[config.mk]
export PLATFORM = sky130hd
export DESIGN_NAME = fifo_rd_drain
export DESIGN_NICKNAME = d
export VERILOG_FILES = /design/src/rtl/fifo_rd_drain.sv
export SDC_FILE = /design/constraint.sdc
export NUM_CORES = 1
export LEC_CHECK = 0
export CAP_MARGIN = 20
export CORE_AREA = 2 2 94 96
export DETAILED_ROUTE_END_ITERATION = 10
export DIE_AREA = 0 0 96 98
export PLACE_DENSITY = 0.58
export SYNTH_ARGS = -nofsm -noshare
export SYNTH_HDL_FRONTEND = slang
export SYNTH_SLANG_ARGS = --single-unit
[constraint.sdc]
create_clock -name rclk -period 2.6 [get_ports rclk]
set_input_delay 0.52 -clock rclk [delete_from_list [all_inputs] [get_ports rclk]]
set_output_delay 0.52 -clock rclk [all_outputs]
set_load 0.05 [all_outputs]
[src/rtl/fifo_rd_drain.sv]
// Read-side engine of the async FIFO: owns the read pointers and the empty flag, and
// issues paced memory reads that are presented on a valid/ready output stream.
module fifo_rd_drain #(
  parameter int DATA_WIDTH = 8,
  parameter int PTR_WIDTH  = 8,
  parameter int READ_IDLE  = 1
) (
  input  logic                  rclk,
  input  logic                  rrst_n,
  input  logic                  drain_en,
  input  logic [PTR_WIDTH:0]    g_wptr_sync,
  input  logic [DATA_WIDTH-1:0] mem_data,
  output logic                  r_en,
  output logic [PTR_WIDTH:0]    b_rptr,
  output logic [PTR_WIDTH:0]    g_rptr,
  output logic                  empty,
  output logic [DATA_WIDTH-1:0] m_data,
  output logic                  m_valid,
  input  logic                  m_ready,
  output logic [15:0]           rd_count
);

  typedef enum logic [1:0] {IDLE, ISSUE, CAPTURE, GAP} state_e;

  localparam logic [3:0] GAP_LAST = 4'((READ_IDLE > 0) ? READ_IDLE - 1 : 0);

  state_e                  state_q, state_d;
  logic [PTR_WIDTH:0]      b_rptr_q, b_rptr_d;
  logic [PTR_WIDTH:0]      g_rptr_q, g_rptr_d;
  logic                    empty_q, empty_d;
  logic [DATA_WIDTH-1:0]   m_data_q, m_data_d;
  logic                    m_valid_q, m_valid_d;
  logic [15:0]             rd_count_q, rd_count_d;
  logic [3:0]              gap_q, gap_d;
  logic                    slot_free;
  logic                    handshake;
  logic                    load;

  assign r_en      = (state_q == ISSUE);
  assign slot_free = ~m_valid_q | m_ready;
  assign handshake = m_valid_q & m_ready;

  // empty is judged against the post-increment pointer, so a late write is seen next cycle
  always_comb begin
    b_rptr_d = b_rptr_q + {{PTR_WIDTH{1'b0}}, (r_en & ~empty_q)};
    g_rptr_d = (b_rptr_d >> 1) ^ b_rptr_d;
    empty_d  = (g_rptr_d == g_wptr_sync);
  end

  always_comb begin
    state_d = state_q;
    gap_d   = gap_q;
    load    = 1'b0;
    unique case (state_q)
      IDLE: begin
        if (drain_en && !empty_q && slot_free) state_d = ISSUE;
      end
      ISSUE: state_d = CAPTURE;
      CAPTURE: begin
        // memory holds data_out until the next r_en, so waiting here loses nothing
        if (slot_free) begin
          load    = 1'b1;
          gap_d   = '0;
          state_d = (READ_IDLE > 0) ? GAP : IDLE;
        end
      end
      GAP: begin
        if (gap_q == GAP_LAST) begin
          gap_d   = '0;
          state_d = IDLE;
        end else begin
          gap_d = gap_q + 4'd1;
        end
      end
      default: state_d = IDLE;
    endcase
  end

  always_comb begin
    m_valid_d  = load | (m_valid_q & ~m_ready);
    m_data_d   = load ? mem_data : m_data_q;
    rd_count_d = rd_count_q + 16'(handshake);
  end

  always_ff @(posedge rclk) begin
    if (rrst_n) begin
      state_q    <= IDLE;
      b_rptr_q   <= '0;
      g_rptr_q   <= '0;
      empty_q    <= 1'b1;
      m_data_q   <= '0;
      m_valid_q  <= 1'b0;
      rd_count_q <= '0;
      gap_q      <= '0;
    end else begin
      state_q    <= state_d;
      b_rptr_q   <= b_rptr_d;
      g_rptr_q   <= g_rptr_d;
      empty_q    <= empty_d;
      m_data_q   <= m_data_d;
      m_valid_q  <= m_valid_d;
      rd_count_q <= rd_count_d;
      gap_q      <= gap_d;
    end
  end

  assign b_rptr   = b_rptr_q;
  assign g_rptr   = g_rptr_q;
  assign empty    = empty_q;
  assign m_data   = m_data_q;
  assign m_valid  = m_valid_q;
  assign rd_count = rd_count_q;

endmodule
Yosys cells after proc, flatten, opt, wreduce, memory -nomap -nowiden
Index checks and enable logic that the tools add are counted.
{"block": "classes", "n_eq_ne": 7, "add_sub_neg": 3, "muxes": 9, "n_reduce_logical": 8, "bitwise_logic": 9}
{"cell": "adder 16 x 1 -> 16 bit", "count": 1}
{"cell": "adder 9 x 1 -> 9 bit", "count": 1}
{"cell": "equality test 9 bit", "count": 1}
{"cell": "bitwise XOR 8 x 9 -> 9 bit", "count": 1}
{"cell": "2-to-1 mux 4 bit", "count": 2}
{"cell": "case mux 2 bit (4 select lines)", "count": 1}
{"cell": "case mux 4 bit (2 select lines)", "count": 1}
{"cell": "2-to-1 mux 2 bit", "count": 3}
{"cell": "inequality test 2 bit (second input constant)", "count": 3}
{"cell": "adder 4 x 1 -> 4 bit (second input constant)", "count": 1}
{"cell": "equality test 2 bit (second input constant)", "count": 2}
{"cell": "zero test 4 bit", "count": 1}
{"cell": "AND 1 bit", "count": 3}
{"cell": "inverter 1 bit", "count": 3}
{"cell": "AND reduction 3 bit", "count": 1}
{"cell": "equality test 2 x 1 -> 1 bit (second input constant)", "count": 1}
{"cell": "logical AND 1 bit", "count": 2}
{"cell": "zero test 2 bit", "count": 1}
{"cell": "2-to-1 mux 1 bit", "count": 2}
{"cell": "bitwise OR 1 bit", "count": 2}
{"cell": "AND reduction 2 bit", "count": 1}
{"cell": "nonzero test 2 bit", "count": 1}
{"cell": "zero test 1 bit", "count": 1}
{"block": "word_totals", "register_bits": 50, "input_bits": 21}

Depth between registers and ports, before layout
Gate-level depths: netlist of run 1.
{"block": "logic_depth", "ltp_word": 5, "ltp_mapped": 11, "ltp_nobuf": 10}

Worst setup path before layout of run 1
Ideal clock, no wire load.
{"block": "synth_timing", "path_kind": "register to register", "from": "reg state_q[1]", "to": "reg empty_q (netlist: empty)", "n_path_buf": 1, "arrival_ns": 2.562, "required_time_ns": 2.540, "setup_slack_ns": -0.022, "setup_time_ns": 0.060, "stages_incl_launch_ff": 12, "path_cell_list": "dfxtp_1 inv_1 ha_1 nor2b_1 ha_1 ha_1 buf_6 a21oi_1 o21a_1 a211o_1 a2111oi_2 a41o_1"}
{"block": "synth_via", "elab_chain_len": 5}
{"element": "start: declaration", "line_no": "27", "text": "state_e state_q, state_d;"}
{"element": "start signal: assignment", "line_no": "96", "text": "state_q <= state_d;"}
{"element": "equality test 2 x 1 -> 1 bit", "line_no": "39", "text": "assign r_en = (state_q == ISSUE);"}
{"element": "named net r_en", "line_no": "13", "text": "output logic r_en,"}
{"element": "AND 1 bit", "line_no": "45", "text": "b_rptr_d = b_rptr_q + {{PTR_WIDTH{1'b0}}, (r_en & ~empty_q)};"}
{"element": "adder 9 x 1 -> 9 bit", "line_no": "45"}
{"element": "bitwise XOR 8 x 9 -> 9 bit", "line_no": "46", "text": "g_rptr_d = (b_rptr_d >> 1) ^ b_rptr_d;"}
{"element": "equality test 9 bit", "line_no": "47", "text": "empty_d = (g_rptr_d == g_wptr_sync);"}
{"element": "end signal: assignment", "line_no": "99", "text": "empty_q <= empty_d;"}
{"element": "end: declaration", "line_no": "30", "text": "logic empty_q, empty_d;"}
The timed path passes the listed nets, and every way through them passes these cells.
A chain may end at the register's enable or synchronous reset.

Worst setup path after layout of run 1
{"block": "layout_timing", "from": "reg state_q[1]", "to": "reg empty_q (netlist: empty)"}
{"block": "layout_via", "elab_chain_len": 5}
{"element": "equality test 2 x 1 -> 1 bit", "line_no": "39"}
{"element": "AND 1 bit", "line_no": "45"}
{"element": "adder 9 x 1 -> 9 bit", "line_no": "45"}
{"element": "bitwise XOR 8 x 9 -> 9 bit", "line_no": "46"}
{"element": "equality test 9 bit", "line_no": "47"}
No other way between the ends.

==> qor.txt, run 1 <==
==================================================================================
Final Cycle Share                                                            92.4%
DR DRC count                                                                     0
CTS resizes                                                                      1
Die Span Y                                                                   98 um
Synthesized instance count                                                     273
Vias per inst                                                                 4.59
MaxCap Viol Count                                                                0
Post-route ant nets                                                              0
Largest net degree at the start of global routing                               50
Post-DP Area                                                             3160 um^2
Count of warnings emitted by yosys                                               0
Area of all placed cells without fillers                                 3290 um^2
Total die area                                                           9410 um^2
Top-level I/O count                                                             66
Synthesized area per cell                                                8.96 um^2
Count of different cell masters after synthesis                                 46
Core ar.                                                                 8470 um^2
Clock slew seen by the registers of the worst setup and hold paths         0.10 ns
Peak supply drop                                                        0.000304 V
Final WL                                                                   5150 um
Number of nets in the layout                                                   367
Post-synth top area cell                                              sky130_fd_sc_hd__dfxtp_1
Clock Path Buffers                                                               2
Global route hottest layer                                                    met2
Final Hold Slack                                                          0.457 ns
Post-CTS setup buffer count                                                      0
Standby leakage power                                                      1.23 nW
Drt initial violations                                                          50
Cell with the most instances after synthesis                          sky130_fd_sc_hd__dfxtp_1
Average wire per standard cell                                             11.6 um
Setup tns final                                                               0 ns
CP arrival                                                                 2.65 ns
Most used flip-flop cell after synthesis                              sky130_fd_sc_hd__dfxtp_1
Worst Path Required                                                        2.85 ns
Most used standard cells in the synthesized netlist                   sky130_fd_sc_hd__dfxtp_1, sky130_fd_sc_hd__nor2_1, sky130_fd_sc_hd__nand2_1
Post-route clock skew                                                    0.0126 ns
Total power                                                                1.93 mW
RSZ-0062 raised after global routing                                         false
Met2 Resource Use GR                                                         18.9%
#FFs+latches synth                                                              49
Clock latency of the later-clocked register in the worst-skew pair         0.31 ns
Hold Buf Count CTS                                                               0
Number of setup violations in the final report                                   0
Fraction of synthesis flops using an asynchronous set or reset pin              0%
Netlist area before placement                                            2450 um^2
Share of the yosys chip area belonging to registers                          40.1%
Placed cell count                                                              436
Horizontal die dimension                                                     96 um
Final standard cell count with taps included and fillers excluded              444
Maximum frequency from static timing analysis                              416 MHz
Routability cong.                                                            0.718
Final-report max-slew violation count                                            0
Aggregate global routing overflow                                                0
Multi-input combinational cell area                                      1350 um^2
Via count of the first global-routing pass                                   1,987
Number of diodes added for antenna fixing                                        0
Outcome                                                               finished, final reports clean
Net Count, Synth                                                               305
Post-synth EDFFs                                                                 0
Top cells by area, synth                                              sky130_fd_sc_hd__dfxtp_1, sky130_fd_sc_hd__nor2_1, sky130_fd_sc_hd__xnor2_1
Kind of end point of the critical path                                        flop
Max FO, Critical Path                                                            8
Root buffer cell                                                      sky130_fd_sc_hd__clkbuf_8
Initial core utilization                                                     28.9%
Final Critical Period                                                      2.40 ns
Class of the tightest hold or removal check                                reg2reg
Power density over cell area                                           587 nW/um^2
Area Growth Syn to Fin                                                       34.6%
Final HPWL DP                                                              3740 um
Storage element area                                                      981 um^2
Max H-tree Level                                                                 2
Critical path startpoint category                                             flop
Critical path class                                                        reg2reg
Number of buffers created by CTS                                                 5
Relative max-transition margin                                               38.7%
Pin slew with the least headroom to its limit                             0.920 ns
Drt pass-1 iters                                                                 4
Number of antenna violations at the first check in global routing                0
Portion of synthesized cell area occupied by the leading cell type           40.1%
First-pass GRT wire length                                                 8850 um
Fillcell total                                                                 851
Share of final-layout standard cells stronger than drive strength 1          6.25%
TritonCTS Sinks                                                                 49
TritonCTS clock tree                                                         built
DR vias                                                                      2,037
Number of input and output port buffers inserted                                65
Final Hold Violating Endpoints                                                   0
Rows                                                                            34
Global-route usage over all layers                                           11.5%
Met1 Use GR                                                                  14.6%
Met3 Usage GRT                                                               3.09%
==================================================================================
==> where the power goes <==
part	internal (mW)	switching [mW]	leakage, nW
Combinational	0.200	0.323	0.774
Sequential	0.804	0.0350	0.396
Clock	0.295	0.276	0.0603
Total	1.30	0.634	1.23
==> routing by layer <==
layer | part of all wire [%] | up-vias
met5 | 0 | -
met4 | 0.93 | 0
met3 | 4.9 | 5
met2 | 47 | 40
met1 | 47 | 952
li1 | - | 1040
==> through the flow <==
stage | worst slack [ns] | util (%)
3_5_place_dp | 0.0373 | 37.3
2_1_floorplan | 0.118 | -
6_report | 0.197 | 38.9
4_1_cts | 0.0831 | 38.8
3_3_place_gp | 0.112 | 37.3
5_1_grt | 0.00437 | 38.9
==> final timing paths <==
kind,from,endpoint,slack [ns],cells after the start
max,state_q[1],empty,0.20,10
min,m_data[3],m_data[3],0.46,2
max reg2reg,state_q[1],empty,0.20,10
min reg2reg,m_data[3],m_data[3],0.46,2
==> worst max-delay path, stage by stage, from the launching register on <==
cell	delay, ns
sky130_fd_sc_hd__dfxtp_1	0.35
sky130_fd_sc_hd__inv_1	0.09
sky130_fd_sc_hd__ha_2	0.18
sky130_fd_sc_hd__nor2b_1	0.20
sky130_fd_sc_hd__ha_1	0.22
sky130_fd_sc_hd__ha_4	0.19
sky130_fd_sc_hd__a21oi_1	0.07
sky130_fd_sc_hd__o21a_1	0.21
sky130_fd_sc_hd__a211o_1	0.28
sky130_fd_sc_hd__a2111oi_2	0.35
sky130_fd_sc_hd__a41o_1	0.21
==> state kept, by name (all words and copies together) (netlist names) <==
signal / cells
gap_q: 4
empty: 1
g_rptr: 8
b_rptr: 9
state_q: 2
m_valid: 1
m_data: 8
rd_count: 16
==> layout by cell type, fill, tap and decap left out, types with 3 or more instances in the layout <==
cell,instances
sky130_fd_sc_hd__o21ai_0,7
sky130_fd_sc_hd__clkdlybuf4s50_1,64
sky130_fd_sc_hd__xnor2_1,16
sky130_fd_sc_hd__o21a_1,3
sky130_fd_sc_hd__a21oi_1,20
sky130_fd_sc_hd__dfxtp_1,49
sky130_fd_sc_hd__buf_4,4
sky130_fd_sc_hd__ha_1,9
sky130_fd_sc_hd__xor2_1,16
sky130_fd_sc_hd__nand2_1,21
sky130_fd_sc_hd__nor2b_1,7
sky130_fd_sc_hd__clkbuf_8,5
sky130_fd_sc_hd__nor3_1,5
sky130_fd_sc_hd__nor2_1,39
sky130_fd_sc_hd__inv_1,8
sky130_fd_sc_hd__nand3_1,18
sky130_fd_sc_hd__mux2i_1,4
==> area by class of cell <==
class	count	share of cell area (%)
multi-input cells	202	41.0
flip-flops and latches	49	29.8
repair buffers	69	20.5
well taps	108	4.10
clock buffers	5	2.09
clock inverters	3	1.52
inverters	8	0.912
==> kinds of logic after synthesis <==
logic type               count (synthesis)  synth area share [%]
AO/OA/AOI/OAI                           41                  10.2
XOR/XNOR                                36                  15.2
adder cells (fa/ha/maj)                 11                  5.63
buffers and inverters                   22                  5.27
flip-flops                              49                  40.1
multiplexers                             4                  1.64
AND/OR/NAND/NOR                        110                  21.9
Power figures use the tool's default switching activity.
==> run 2, diff against run 1 <==
Settings changed: PLACE_DENSITY 0.58 to 0.51.
==> qor.txt, run 2 (synthesis results as in run 1) <==
==================================================================================
Outcome                                                               finished, final reports clean
Share of final-layout standard cells stronger than drive strength 1          7.94%   +1.7 points
Most used cells in the layout excluding fill and tap cells            sky130_fd_sc_hd__clkdlybuf4s50_1, sky130_fd_sc_hd__dfxtp_1, sky130_fd_sc_hd__nor2_1
Placed cell count                                                              438   +0.46%
DR DRC count                                                                     0   unchanged
Max incr delay on CP                                                       0.39 ns   +0.04 ns
Horizontal die dimension                                                     96 um   unchanged
Pin slew with the least headroom to its limit                             0.687 ns   -0.232 ns
Final WL                                                                   5330 um   +3.6%
Global-route usage over all layers                                           11.8%   +0.33 points
Final Cycle Share                                                            91.3%   -1.2 points
Top-level I/O count                                                             66   unchanged
Final Hold Slack                                                          0.460 ns   +0.00322 ns
Clock latency of the later-clocked register in the worst-skew pair         0.30 ns   about the same
RSZ-0062 raised after global routing                                         false
Area Growth Syn to Fin                                                       35.2%
Average wire per standard cell                                             11.9 um   +2.6%
Largest net degree at the start of global routing                               50   unchanged
Cell type group with the largest total delay on the critical path     XOR/XNOR gates
Number of buffers created by CTS                                                 5   unchanged
Relative max-transition margin                                               53.8%   +15 points
Maximum frequency from static timing analysis                              421 MHz   +1.3%
Final Hold Violating Endpoints                                                   0   unchanged
Vias per inst                                                                 4.47   -2.6%
Crit path top cell by count                                           sky130_fd_sc_hd__ha_2
Count of cells along the worst register-to-register path                        10   unchanged
Number of diodes added for antenna fixing                                        0   unchanged
First-pass GRT wire length                                                 8950 um   +1.2%
Initial core utilization                                                     28.9%   unchanged
TritonCTS Sinks                                                                 49   unchanged
Aggregate global routing overflow                                                0   unchanged
Clock Path Buffers                                                               2   unchanged
CP arrival                                                                 2.57 ns   -0.08 ns
Total power                                                                1.82 mW   -5.7%
Post-route clock skew                                                    0.0114 ns   -0.00124 ns
Root buffer cell                                                      sky130_fd_sc_hd__clkbuf_8
Critical path class                                                        reg2reg
Post-DP Area                                                             3180 um^2   +0.48%
Hold Path Stages                                                                 2   unchanged
Rows                                                                            34   unchanged
Class of the tightest hold or removal check                                reg2reg
TritonCTS clock tree                                                         built
Area of all placed cells without fillers                                 3310 um^2   +0.46%
Number of flip-flops under the largest register name                            16   unchanged
CP Depth                                                                        10   unchanged
Final Worst Setup Slack                                                   0.227 ns   +0.0302 ns
Post-route ant nets                                                              0   unchanged
Max FO, Critical Path                                                           11   +3
Via count of the first global-routing pass                                   1,882   -5.3%
Final standard cell count with taps included and fillers excluded              448   +0.90%
Drt initial violations                                                          55   +10%
Routability cong.                                                            0.762   +6.1%
Number of input and output port buffers inserted                                65   unchanged
Power density over cell area                                           551 nW/um^2   -6.1%
CP Buf/Inv Count                                                                 1   unchanged
Worst Path Required                                                        2.80 ns   -0.05 ns
Critical path startpoint category                                             flop
Kind of end point of the critical path                                        flop
Most common cell after layout, fill and taps aside                    sky130_fd_sc_hd__clkdlybuf4s50_1
Number of nets in the layout                                                   371   +1.1%
Drt pass-1 iters                                                                 4   unchanged
MaxCap Viol Count                                                                0   unchanged
Final-report max-slew violation count                                            0   unchanged
Critical-path cell with the highest stage delay                       sky130_fd_sc_hd__dfxtp_1
Die Span Y                                                                   98 um   unchanged
Final HPWL DP                                                              3780 um   +1.1%
Ordered cell list for the critical path                               inv_1 -> ha_2 -> nor2b_2 -> ha_2 -> ha_4 -> xnor2_1 -> xor3_1 -> o21ai_1 -> a2111oi_4 -> a41o_1
Clock slew seen by the registers of the worst setup and hold paths         0.10 ns   about the same
Pre-CTS setup slack                                                     0.00400 ns   -0.0333 ns
Core ar.                                                                 8470 um^2   unchanged
Max H-tree Level                                                                 2   unchanged
Number of setup violations in the final report                                   0   unchanged
Peak supply drop                                                        0.000216 V   -29%
Standby leakage power                                                      1.23 nW   +0.25%
Final Critical Period                                                      2.37 ns   -0.0302 ns
DR vias                                                                      2,002   -1.7%
Total die area                                                           9410 um^2   unchanged
Number of antenna violations at the first check in global routing                0   unchanged
Setup tns final                                                               0 ns   unchanged
Utilization of the core after routing                                        39.1%   +0.18 points
==================================================================================
-- run 2: cell count changes in the layout (fill, tap and decap cells not counted), sizes merged --
cell,delta
clkinvlp,+1
inv,-1
clkinv,+1
bufinv,-1
buf,+4
-- run 2: path summary, 6_finish.rpt --
| kind | slack (ns) | from | to |
|---|---|---|---|
| setup / recovery | 0.23 | state_q[1] | empty |
| hold / removal | 0.46 | m_data[0] | m_data[0] |
| setup reg to reg | 0.23 | state_q[1] | empty |
| hold reg to reg | 0.46 | m_data[0] | m_data[0] |
-- run 2: final cells by class --
| cell class | instances | area [um^2] |
|---|---|---|
| clock inverter | 3 | 17.5 |
| inverter | 8 | 30.0 |
| multi-input combinational | 202 | 1370 |
| clock buffer | 5 | 68.8 |
| sequential | 49 | 981 |
| fill | 859 | 5160 |
| tap | 108 | 135 |
| timing repair buffer | 73 | 706 |
-- run 2: repair_timing --
action                     in CTS  in global routing
buffers inserted                0                  2
hold buffers                    0                  0
pin swaps                       0                  1
cloned                          0                  0
setup endpoints to repair       1                  1
hold endpoints to repair        0                  0
gates resized for setup         1                  4
-- run 2: power by group --
| group | leakage (nW) | switching [mW] | total, mW | internal (mW) |
|---|---|---|---|---|
| logic | 0.794 | 0.325 | 0.528 | 0.203 |
| clock network | 0.0439 | 0.268 | 0.455 | 0.187 |
| registers | 0.396 | 0.0364 | 0.840 | 0.803 |
-- run 2: tightest hold or removal path, stage by stage (launching register included) --
cell	delay, ns
sky130_fd_sc_hd__dfxtp_1	0.32
sky130_fd_sc_hd__nand2_1	0.05
sky130_fd_sc_hd__a21oi_1	0.05
-- run 2: layer usage --
metal	global-route usage, %	up-vias	routed length (um)
met4	3.63	0	76
met3	3.32	5	286
met1	16.6	910	2690
li1	-	1044	-
met5	0	-	0
met2	17.5	43	2280
==> run 3, diff against run 2 <==
Settings changed: CORE_AREA 2 2 94 96 to 4 4 96 98, CTS_BUF_LIST set to sky130_fd_sc_hd__clkbuf_8 sky130_fd_sc_hd__clkbuf_16, DIE_AREA 0 0 96 98 to 0 0 100 102.
==> qor.txt, run 3 (synthesis results as in run 1) <==
==================================================================================
Top-level I/O count                                                             66   unchanged
Post-CTS setup buffer count                                                      0   unchanged
Share of final-layout standard cells stronger than drive strength 1          7.10%   -0.84 points
First-pass GRT wire length                                                 9150 um   +2.2%
CTS resizes                                                                      1   unchanged
Final Worst Setup Slack                                                   0.247 ns   +0.0204 ns
Peak supply drop                                                        0.000230 V   +6.2%
Total power                                                                2.02 mW   +11%
Kind of end point of the critical path                                        flop
Class of the tightest hold or removal check                                reg2reg
Global-route usage over all layers                                           11.0%   -0.80 points
Hold Path Stages                                                                 2   unchanged
Most common cell after layout, fill and taps aside                    sky130_fd_sc_hd__clkdlybuf4s50_1
Final Hold Slack                                                          0.460 ns   +0.0000410 ns
Max H-tree Level                                                                 2   unchanged
MaxCap Viol Count                                                                0   unchanged
Worst Path Required                                                        2.85 ns   +0.05 ns
Aggregate global routing overflow                                                0   unchanged
Source of the worst hold timing path                                     m_data[7]
Clock Path Buffers                                                               2   unchanged
Setup tns final                                                               0 ns   unchanged
Number of input and output port buffers inserted                                65   unchanged
Power density over cell area                                           608 nW/um^2   +10%
Utilization of the core after routing                                        39.3%   +0.24 points
Number of nets in the layout                                                   369   -0.54%
Core ar.                                                                 8470 um^2   unchanged
TritonCTS clock tree                                                         built
Final HPWL DP                                                              3900 um   +3.1%
CP arrival                                                                 2.60 ns   +0.03 ns
Drt pass-1 iters                                                                 4   unchanged
DR DRC count                                                                     0   unchanged
Final Hold Violating Endpoints                                                   0   unchanged
Final Critical Period                                                      2.35 ns   -0.0204 ns
Final WL                                                                   5340 um   about the same
Average wire per standard cell                                             12.0 um   +0.47%
Post-route clock skew                                                   0.00609 ns   -0.00528 ns
Critical path startpoint category                                             flop
Area Growth Syn to Fin                                                       36.0%
Die Span Y                                                                  102 um   +4.1%
Routability cong.                                                            0.774   +1.6%
Root buffer cell                                                      sky130_fd_sc_hd__clkbuf_8
Final-report max-slew violation count                                            0   unchanged
FF-to-FF Start                                                          state_q[1]
TritonCTS Sinks                                                                 49   unchanged
Hold Buf Count CTS                                                               0   unchanged
Relative max-transition margin                                               57.1%   +3.3 points
Initial core utilization                                                     28.9%   unchanged
Post-route ant nets                                                              0   unchanged
End of the worst register-to-register path                                   empty
RSZ-0062 raised after global routing                                         false
Maximum frequency from static timing analysis                              425 MHz   +0.87%
Register-to-register path setup slack                                      0.25 ns   +0.02 ns
DR vias                                                                      2,001   -0.050%
Critical path class                                                        reg2reg
Final Cycle Share                                                            90.5%   -0.79 points
Via count of the first global-routing pass                                   1,975   +4.9%
Pin slew with the least headroom to its limit                             0.638 ns   -0.0496 ns
Number of flip-flops under the largest register name                            16   unchanged
Endpoint, Worst Hold                                                     m_data[7]
Number of diodes added for antenna fixing                                        0   unchanged
Number of setup violations in the final report                                   0   unchanged
Clock slew seen by the registers of the worst setup and hold paths         0.10 ns   about the same
Count of cells along the worst register-to-register path                        10   unchanged
Number of buffers created by CTS                                                 5   unchanged
Standby leakage power                                                      1.25 nW   +1.3%
Outcome                                                               finished, final reports clean
Most used cells in the layout excluding fill and tap cells            sky130_fd_sc_hd__clkdlybuf4s50_1, sky130_fd_sc_hd__dfxtp_1, sky130_fd_sc_hd__nor2_1
Largest net degree at the start of global routing                               50   unchanged
Pre-CTS setup slack                                                      0.0370 ns   +0.0330 ns
Number of antenna violations at the first check in global routing                0   unchanged
Rows                                                                            34   unchanged
Horizontal die dimension                                                    100 um   +4.2%
Total die area                                                         10,200 um^2   +8.4%
Drt initial violations                                                          50   -9.1%
Max FO, Critical Path                                                           11   unchanged
Clock latency of the later-clocked register in the worst-skew pair         0.30 ns   about the same
Vias per inst                                                                 4.49   +0.40%
==================================================================================
==> run 3: final cells by class <==
cell class / instances / area, um^2
Timing Repair Buffer: 71 / 691
Fill cell: 869 / 5140
Inverter: 8 / 30.0
Tap cell: 108 / 135
Sequential cell: 49 / 982
Multi-Input combinational cell: 202 / 1350
Clock inverter: 3 / 68.8
Clock buffer: 5 / 68.8
==> run 3: power by group <==
group | switching (mW) | internal, mW
clock network | 0.273 | 0.388
logic | 0.323 | 0.200
registers | 0.0352 | 0.805
total | 0.631 | 1.39
==> run 3: worst max path at each step <==
stage,endpoint,slack [ns],startpoint
after floorplan,empty,0.12,state_q[1]
after global placement,empty,0.09,state_q[0]
after detailed placement,empty,0.04,state_q[1]
after CTS,empty,0.12,state_q[0]
after global routing,empty,0.005,state_q[1]
final,empty,0.25,state_q[1]
==> run 3: stage by stage <==
step,area (um^2),instances
2_1_floorplan,2450,273
3_3_place_gp,3180,438
4_1_cts,3320,446
3_5_place_dp,3180,438
6_report,3330,446
5_1_grt,3330,446
==> run 3: critical path, stage by stage (launching register included) <==
cell and delay [ns]:
sky130_fd_sc_hd__dfxtp_1 0.35, sky130_fd_sc_hd__inv_1 0.08, sky130_fd_sc_hd__ha_2 0.17, sky130_fd_sc_hd__nor2b_1 0.18
sky130_fd_sc_hd__ha_1 0.21, sky130_fd_sc_hd__ha_4 0.22, sky130_fd_sc_hd__a21oi_1 0.08, sky130_fd_sc_hd__o21a_1 0.20
sky130_fd_sc_hd__a211o_1 0.28, sky130_fd_sc_hd__a2111oi_2 0.33, sky130_fd_sc_hd__a41o_1 0.21
==> run 3: per-layer routing <==
| metal | routed length (um) | track usage [%] | vias up |
|---|---|---|---|
| met5 | 0 | 0 | - |
| met4 | 71 | 3.42 | 0 |
| met3 | 356 | 3.82 | 6 |
| met2 | 2350 | 17.2 | 40 |
| met1 | 2560 | 14.4 | 912 |
| li1 | - | - | 1043 |
